**config.mk**
```make
export PLATFORM = sky130hd
export DESIGN_NAME = cla64_modsub_pipe
export DESIGN_NICKNAME = d
export VERILOG_FILES = /design/src/rtl/ntt_arith_pkg.sv /design/src/rtl/cla64_sub_core.sv /design/src/rtl/cla64_modsub_pipe.sv
export SDC_FILE = /design/constraint.sdc
export NUM_CORES = 1
export LEC_CHECK = 0
export CAP_MARGIN = 25
export CORE_MARGIN = 2
export CORE_UTILIZATION = 55
export DETAILED_ROUTE_END_ITERATION = 16
export GPL_ROUTABILITY_DRIVEN = 0
export PLACE_DENSITY = 0.85
export SYNTH_ARGS = -nofsm -noshare
export SYNTH_HDL_FRONTEND = slang
export SYNTH_SLANG_ARGS = --single-unit
```
**constraint.sdc**
```tcl
create_clock -name clk -period 10.9 [get_ports clk]
set_input_delay 2.725 -clock clk [delete_from_list [all_inputs] [get_ports clk]]
set_output_delay 2.725 -clock clk [all_outputs]
set_load 0.03 [all_outputs]
```
**src/rtl/ntt_arith_pkg.sv**
```systemverilog
// ----------------------------------------------------------------------------
// ntt_arith_pkg
// Shared arithmetic constants and types for the NTT/FFT butterfly datapath.
//   DATA_WIDTH : operand/result width
//   MODULUS    : prime modulus p = 2^64 - 2^32 + 1
//   ext_word_t : DATA_WIDTH+1 bit word (value plus carry/borrow bit)
//   stage_t    : stage-1 payload {diff, borrow, op_add}
// ----------------------------------------------------------------------------
package ntt_arith_pkg;

    localparam int DATA_WIDTH = 64;
    localparam logic [DATA_WIDTH-1:0] MODULUS = 64'hFFFF_FFFF_0000_0001;

    typedef logic [DATA_WIDTH:0] ext_word_t;

    // borrow holds the borrow of a - b for subtracts and the carry-out of
    // a + b for adds, so {borrow, diff} is always the full-width S1 result.
    typedef struct packed {
        logic [DATA_WIDTH-1:0] diff;
        logic                  borrow;
        logic                  op_add;
    } stage_t;

endpackage

```
**src/rtl/cla64_sub_core.sv**
```systemverilog
// ----------------------------------------------------------------------------
// cla64_sub_core
// Combinational carry-lookahead add/subtract core. With i_sub = 1 it computes
// a + ~b + 1 and reports the borrow as the inverted carry-out; with i_sub = 0
// it computes a + b and o_borrow is the inverted carry-out.
// Structure: 4-bit lookahead groups, group generate/propagate chained across
// groups, bit carries re-expanded inside each group.
// Ports:
//   i_a, i_b  : operands (DATA_WIDTH)
//   i_sub     : 1 = subtract, 0 = add
//   o_diff    : low DATA_WIDTH bits of the sum
//   o_borrow  : ~carry_out
// ----------------------------------------------------------------------------
module cla64_sub_core
    import ntt_arith_pkg::*;
(
    input  logic [DATA_WIDTH-1:0] i_a,
    input  logic [DATA_WIDTH-1:0] i_b,
    input  logic                  i_sub,
    output logic [DATA_WIDTH-1:0] o_diff,
    output logic                  o_borrow
);

    localparam int NG = DATA_WIDTH / 4;

    logic [DATA_WIDTH-1:0] w_b_eff;
    logic [DATA_WIDTH-1:0] w_g;
    logic [DATA_WIDTH-1:0] w_p;

    assign w_b_eff = i_sub ? ~i_b : i_b;
    assign w_g     = i_a & w_b_eff;
    assign w_p     = i_a ^ w_b_eff;

    always_comb begin
        logic [NG:0]           gc;
        logic [NG-1:0]         gg;
        logic [NG-1:0]         gp;
        logic [DATA_WIDTH-1:0] c;
        gc = '0;
        gg = '0;
        gp = '0;
        c  = '0;
        gc[0] = i_sub;
        for (int k = 0; k < NG; k++) begin
            gp[k] = &w_p[4*k +: 4];
            gg[k] = w_g[4*k+3]
                  | (w_p[4*k+3] & w_g[4*k+2])
                  | (w_p[4*k+3] & w_p[4*k+2] & w_g[4*k+1])
                  | ((&w_p[4*k+1 +: 3]) & w_g[4*k]);
            gc[k+1] = gg[k] | (gp[k] & gc[k]);
        end
        for (int k = 0; k < NG; k++) begin
            c[4*k]   = gc[k];
            c[4*k+1] = w_g[4*k] | (w_p[4*k] & gc[k]);
            c[4*k+2] = w_g[4*k+1] | (w_p[4*k+1] & w_g[4*k])
                     | (w_p[4*k+1] & w_p[4*k] & gc[k]);
            c[4*k+3] = w_g[4*k+2] | (w_p[4*k+2] & w_g[4*k+1])
                     | (w_p[4*k+2] & w_p[4*k+1] & w_g[4*k])
                     | (w_p[4*k+2] & w_p[4*k+1] & w_p[4*k] & gc[k]);
        end
        o_diff   = w_p ^ c;
        o_borrow = ~gc[NG];
    end

endmodule

```
**src/rtl/cla64_modsub_pipe.sv**
```systemverilog
// ----------------------------------------------------------------------------
// cla64_modsub_pipe
// Two-stage pipelined modular subtractor: result = (a - b) mod MODULUS.
//   S1: CLA a + ~b + 1, registers {diff, borrow}.
//   S2: adds MODULUS back when a borrow occurred, registers result and wrap.
// Valid/ready on both sides; in_ready is combinational from out_ready (no
// skid buffer). Synchronous active-high reset discards in-flight items.
// Optional build macro MODSUB_ADD_MODE_EN adds op_add: when set, the block
// computes (a + b) mod MODULUS and wrap flags that the reduction fired.
// Ports:
//   clk, rst              : clock, synchronous active-high reset
//   in_valid / in_ready   : operand handshake
//   a_in, b_in            : minuend / subtrahend
//   op_add                : (MODSUB_ADD_MODE_EN only) 1 = add mode
//   out_valid / out_ready : result handshake
//   result, wrap          : modular result, modulus correction applied
// ----------------------------------------------------------------------------
module cla64_modsub_pipe
    import ntt_arith_pkg::*;
(
    input  logic                  clk,
    input  logic                  rst,
    input  logic                  in_valid,
    output logic                  in_ready,
    input  logic [DATA_WIDTH-1:0] a_in,
    input  logic [DATA_WIDTH-1:0] b_in,
`ifdef MODSUB_ADD_MODE_EN
    input  logic                  op_add,
`endif
    output logic                  out_valid,
    input  logic                  out_ready,
    output logic [DATA_WIDTH-1:0] result,
    output logic                  wrap
);

    stage_t                r_s1;
    logic                  r_s1_valid;
    logic                  r_s2_valid;
    logic [DATA_WIDTH-1:0] r_result;
    logic                  r_wrap;

    logic                  w_s2_adv;
    logic                  w_accept;
    logic                  w_core_sub;
    logic [DATA_WIDTH-1:0] w_core_diff;
    logic                  w_core_borrow;
    stage_t                w_s1_next;
    logic [DATA_WIDTH-1:0] w_sub_fix;
    logic [DATA_WIDTH-1:0] w_s2_result;
    logic                  w_s2_wrap;

    assign w_s2_adv = r_s1_valid && (!r_s2_valid || out_ready);
    assign in_ready = !r_s1_valid || w_s2_adv;
    assign w_accept = in_valid && in_ready;

`ifdef MODSUB_ADD_MODE_EN
    assign w_core_sub = ~op_add;
`else
    assign w_core_sub = 1'b1;
`endif

    cla64_sub_core u_core (
        .i_a      (a_in),
        .i_b      (b_in),
        .i_sub    (w_core_sub),
        .o_diff   (w_core_diff),
        .o_borrow (w_core_borrow)
    );

    always_comb begin
        w_s1_next.diff   = w_core_diff;
`ifdef MODSUB_ADD_MODE_EN
        // in add mode keep the true carry so {borrow, diff} is a + b
        w_s1_next.borrow = op_add ? ~w_core_borrow : w_core_borrow;
        w_s1_next.op_add = op_add;
`else
        w_s1_next.borrow = w_core_borrow;
        w_s1_next.op_add = 1'b0;
`endif
    end

    assign w_sub_fix = r_s1.diff + MODULUS;

`ifdef MODSUB_ADD_MODE_EN
    ext_word_t w_red;
    logic      w_red_fire;

    // s - p is non-negative exactly when the top bit of the 65-bit result is 0
    assign w_red      = {r_s1.borrow, r_s1.diff} - {1'b0, MODULUS};
    assign w_red_fire = ~w_red[DATA_WIDTH];
`else
    logic w_unused_op_add;
    assign w_unused_op_add = r_s1.op_add;
`endif

    always_comb begin
        w_s2_result = r_s1.borrow ? w_sub_fix : r_s1.diff;
        w_s2_wrap   = r_s1.borrow;
`ifdef MODSUB_ADD_MODE_EN
        if (r_s1.op_add) begin
            w_s2_result = w_red_fire ? w_red[DATA_WIDTH-1:0] : r_s1.diff;
            w_s2_wrap   = w_red_fire;
        end
`endif
    end

    always_ff @(posedge clk) begin
        if (rst) begin
            r_s1       <= '0;
            r_s1_valid <= 1'b0;
            r_s2_valid <= 1'b0;
            r_result   <= '0;
            r_wrap     <= 1'b0;
        end else begin
            if (w_accept) begin
                r_s1 <= w_s1_next;
            end
            if (w_accept) begin
                r_s1_valid <= 1'b1;
            end else if (w_s2_adv) begin
                r_s1_valid <= 1'b0;
            end
            if (w_s2_adv) begin
                r_s2_valid <= 1'b1;
                r_result   <= w_s2_result;
                r_wrap     <= w_s2_wrap;
            end else if (out_ready) begin
                r_s2_valid <= 1'b0;
            end
        end
    end

    assign out_valid = r_s2_valid;
    assign result    = r_result;
    assign wrap      = r_wrap;

endmodule

```
# Word-level counts from Yosys, hierarchy flattened

Index checks and enable logic that the tools add are counted.

Register bits: 132
Word-level logic and storage cells: 437

Add/subtract/negate cells: 1
Multiplexer cells: 5
Bitwise logic cells: 385
Reductions and logical operators: 40

Operator list:

| kind                                 | count |
|---|---|
| bitwise AND 1 bit                    | 220 |
| OR 1 bit                             | 160 |
| XOR 64 bit                           | 2 |
| adder 64 bit (second input constant) | 1 |
| bitwise AND 64 bit                   | 1 |
| 2-to-1 mux 64 bit                    | 1 |
| inverter 64 bit                      | 1 |
| AND reduction 4 bit                  | 16 |
| AND reduction 3 bit                  | 16 |
| 2-to-1 mux 1 bit                     | 4 |
| nonzero test 2 bit                   | 2 |
| logical AND 1 bit                    | 2 |
| zero test 1 bit                      | 2 |
| logical OR 1 bit                     | 2 |
| inverter 1 bit                       | 1 |

# Depth between registers and ports, before layout

Word-level depth: 38
Mapped depth: 15
Depth with buffers taken out: 15

# Cells and area by module

Synthesis repeated with hierarchy kept, for this count alone.

Cell total of the unflattened synthesis: 1258
Area total of the unflattened synthesis: 9734.3 sq um

Modules (own cells, without submodules):

| module            | times used | cells each | area an instance (sq um) |
|---|---|---|---|
| cla64_modsub_pipe | 1          | 785        | 6130.9 |
| cla64_sub_core    | 1          | 473        | 3603.5 |

# Worst setup path after synthesis

Ideal clock, no wire load.

Path type: input to output
Start point: input out_ready
End point: output in_ready
Arrival time: 3.158 ns
Data required time: 8.175 ns
Path slack: 5.017 ns
Cell stages on the path: 2
Path buffers: 0
Cell sequence: nor2b_1 -> nand2_1

Word-level cells in the longest chain between the ends: 3

RTL lines:

| element            | line                    | text |
|---|---|---|
| start: declaration | cla64_modsub_pipe.sv:31 | `input logic out_ready,` |
| logical OR 1 bit   | cla64_modsub_pipe.sv:52 | `assign w_s2_adv = r_s1_valid && (!r_s2_valid \|\| out_ready);` |
| logical AND 1 bit  | cla64_modsub_pipe.sv:52 |  |
| logical OR 1 bit   | cla64_modsub_pipe.sv:53 | `assign in_ready = !r_s1_valid \|\| w_s2_adv;` |
| end: declaration   | cla64_modsub_pipe.sv:24 | `output logic in_ready,` |

Every way passes these cells.

# Worst setup path after layout

Ends and elaborated chain as after synthesis.

==> results.json <==
{
  "cellPowerDensity_nw_per_um2": 135,
  "peakVddDrop_uv": 111,
  "place_area_um2": 10800,
  "synthesis.nets": 1307,
  "critical_path_buf_inv_count": 2,
  "drc_errors": 0,
  "ant_nets": 0,
  "setup_viol": 0,
  "layout_min_cycle_time_ps": 7170,
  "h-tree-depth": 4,
  "cp_max_fo": 4,
  "ys.flop_type": "dfxtp_1",
  "drive_gt1_share_pct": 3.59,
  "final_util_pct": 72.7,
  "outcome": "finished, final reports clean",
  "cp_data_required_time_ps": 8180,
  "whs_endpoint": "r_s1[12]",
  "fmax_ghz": 0.139,
  "yosys.area.top_type": "dfxtp_1",
  "slowest_delay_ps": 670,
  "grt_pass1_wl_um": 36300,
  "grt_max_degree": 96,
  "yosys.area_share.simple_pct": 21.5,
  "ys_ff_latch": 132,
  "ys_seq_area_share_pct": 30.3,
  "synth-compound-area-share_pct": 19.9,
  "synth_area_per_cell_um2": 7.98,
  "area_delta_synth_final_pct": 30.8,
  "min_from": "r_s1[12]",
  "ctsHoldBuffers": 0,
  "diodes": 0,
  "fp.dieH_um": 130,
  "grtUsageTotal_pct": 26.5,
  "rows": 46,
  "rsz0062_at_grt": "false",
  "r2r_start": "r_s1[16]",
  "fin_cells": 1496,
  "ys_async_sr_fraction_pct": 0,
  "fin_setup_tns_ps": 0,
  "io_buffers": 198,
  "r2r_end": "result[61]",
  "crit_chain": "clkdlybuf4s50_1, nor2b_1, nand2_1, clkdlybuf4s50_1",
  "cts_made_buffers": 17,
  "synth_mux_area_share_pct": 0.344,
  "viasPerCell": 5.56,
  "grt_pass1_vias": 7643,
  "drv_cap": 0,
  "cts_root_buffer": "clkbuf_16",
  "critPathSlowestCell": "clkdlybuf4s50_1",
  "total_power_mw": 1.54,
  "fin_nets": 1480,
  "final_cell_area_um2": 11400,
  "yosys_warnings": 0,
  "leakage_nw": 4.64,
  "antenna_found_initial": 0,
  "critPathLaunchType": "input pin",
  "clkLatencyLatePin_ps": 410,
  "finalMaxSlewViolations": 0,
  "crit_family": "buffers and inverters",
  "r2r_cells": 10,
  "dieArea_um2": 16900,
  "place_inst": 1464,
  "routed_wl_um": 22200,
  "num_io_pins": 199,
  "clockBufferDepth": 2,
  "clkTransAtPathRegs_ps": 50,
  "crit_path_end_kind": "output port",
  "synth_edf_count": 0,
  "drt_iter0_markers": 540,
  "die_x_um": 130,
  "cts_tree": "yes",
  "syn_area_um2": 8730,
  "finClkSkew_ps": 6.74,
  "min_period_over_period_pct": 65.8,
  "hold_depth": 2,
  "drt_pass1_iterations": 5,
  "crit_type": "input pin to output port",
  "tightest_slew_ps": 1030,
  "cts-resized-gates": 0,
  "wl_per_cell_um": 14.8,
  "core_area_um2": 15700,
  "grt-ovfl-total": 0,
  "netlist_instances": 1094,
  "cpMostUsedCell": "clkdlybuf4s50_1",
  "final-hold-violation-count": 0,
  "start_util_pct": 55.5,
  "clock_sinks": 132,
  "dp_hpwl_um": 17100,
  "synth.area.top_cells": "dfxtp_1 30%, ha_1 9.5%, a211oi_1 6.4%",
  "vias": 8318,
  "synthAdderAreaFrac_pct": 12.9,
  "maxSlewHeadroom_pct": 31.0,
  "startpoint": "out_ready",
  "cp.arrival_ps": 4440,
  "hold_path_class": "flop to flop",
  "nFillCells": 1256,
  "postCtsSetupBuffers": 0,
  "synth_top_family_by_area": "simple AND/OR/NAND/NOR gates",
  "ys_types": 58,
  "netlist.area_leader.share_pct": 30.3,
  "synth_xor_area_share_pct": 8.93,
  "r2r_slack_ps": 8020
}
-- sequential cells by signal, indices dropped and copies added, names as in the netlist --
name and count:
out_valid 1, r_s1 64, r_s1_valid 1, result 64, w_s2_wrap 1, wrap 1
-- cells by family after synthesis --
| logic type | Yosys count |
|---|---|
| flops | 132 |
| xor+xnor | 89 |
| simple gates | 387 |
| fa+ha+maj | 81 |
| compound gates | 260 |
| mux | 3 |
| buf+inv | 142 |
-- Yosys cell counts, types with 2 or more instances --
master	instances
nand4_1	16
a21oi_1	74
nor4_1	10
a21boi_0	3
nand3_1	19
a31oi_1	10
or3_1	18
nor2b_1	4
xor2_1	41
o21bai_1	7
mux2i_1	3
dfxtp_1	132
and4_1	10
o21ai_0	28
nor4b_1	3
a21o_1	23
a211oi_1	74
ha_1	66
fa_1	15
clkbuf_1	42
nand2b_1	7
buf_1	6
o2bb2ai_1	2
nor3b_1	6
a311oi_1	7
xnor2_1	48
and3_1	12
inv_1	94
o41ai_1	2
o311ai_0	2
and2_1	4
a211o_1	5
o21a_1	5
nand2_1	115
nor2_1	117
or4_1	5
nor3_1	24
a32o_1	2
a22o_1	4
nand3b_1	8
or2_2	3
a221o_1	2
-- power by group --
group	internal (mW)	switching, mW
Combinational	0.194	0.214
Clock	0.353	0.201
Sequential	0.526	0.0474
-- how the worst max path moves through the flow --
stage / slack, ps / cells after the start / endpoint
after floorplan: 5020 / 2 / in_ready
after global placement: 3760 / 4 / in_ready
after detailed placement: 3770 / 4 / in_ready
after CTS: 3750 / 4 / in_ready
after global routing: 3720 / 4 / in_ready
final: 3730 / 4 / in_ready
-- layer usage --
layer	share of wire, %	vias up	GRT usage [%]
li1	-	4184	-
met1	47	3827	37.0
met2	45	275	43.2
met3	6.3	32	4.51
met4	1.6	0	6.01
met5	0	-	0
-- stage by stage --
step	worst slack [ps]	hold WS, ps
2_1_floorplan	5020	451
3_3_place_gp	3760	472
3_5_place_dp	3770	474
4_1_cts	3750	481
5_1_grt	3720	513
6_report	3730	480
-- worst reg2reg max path, cell delays in order (launching register included) --
cell and delay, ps:
dfxtp_1 430, and4_1 280, and4_1 340, nand4_1 180
nor4_1 440, nand3_1 270, nor2_1 340, nor2_1 90
nand2_1 90, xor2_1 160, a211oi_1 90
-- layout make-up --
class	instances	area [µm²]	share of cell area, %
tap	216	270	2.37
inverter	94	353	3.09
timing repair buffer	202	2010	17.6
multi-input combinational	820	5560	48.7
clock inverter	9	103	0.899
clock buffer	23	478	4.19
sequential	132	2640	23.1
-- placed cells by master (no fill, tap or decap), drive strengths merged, types with 5 or more instances in the layout --
cell type,count
a211oi,74
inv,94
fa,15
o21bai,7
nand3,19
a311oi,8
nor3b,6
nor2,117
dfxtp,132
a21oi,74
clkdlybuf4s50,197
or4,6
nand2,115
clkbuf,23
o21ai,29
xor2,41
nand3b,8
ha,66
o21a,5
or3,18
nor3,24
a31oi,10
and3,12
a211o,6
nand4,16
nor4,11
nand2b,7
a21o,23
buf,5
xnor2,48
and4,10
Power figures use the tool's default switching activity.
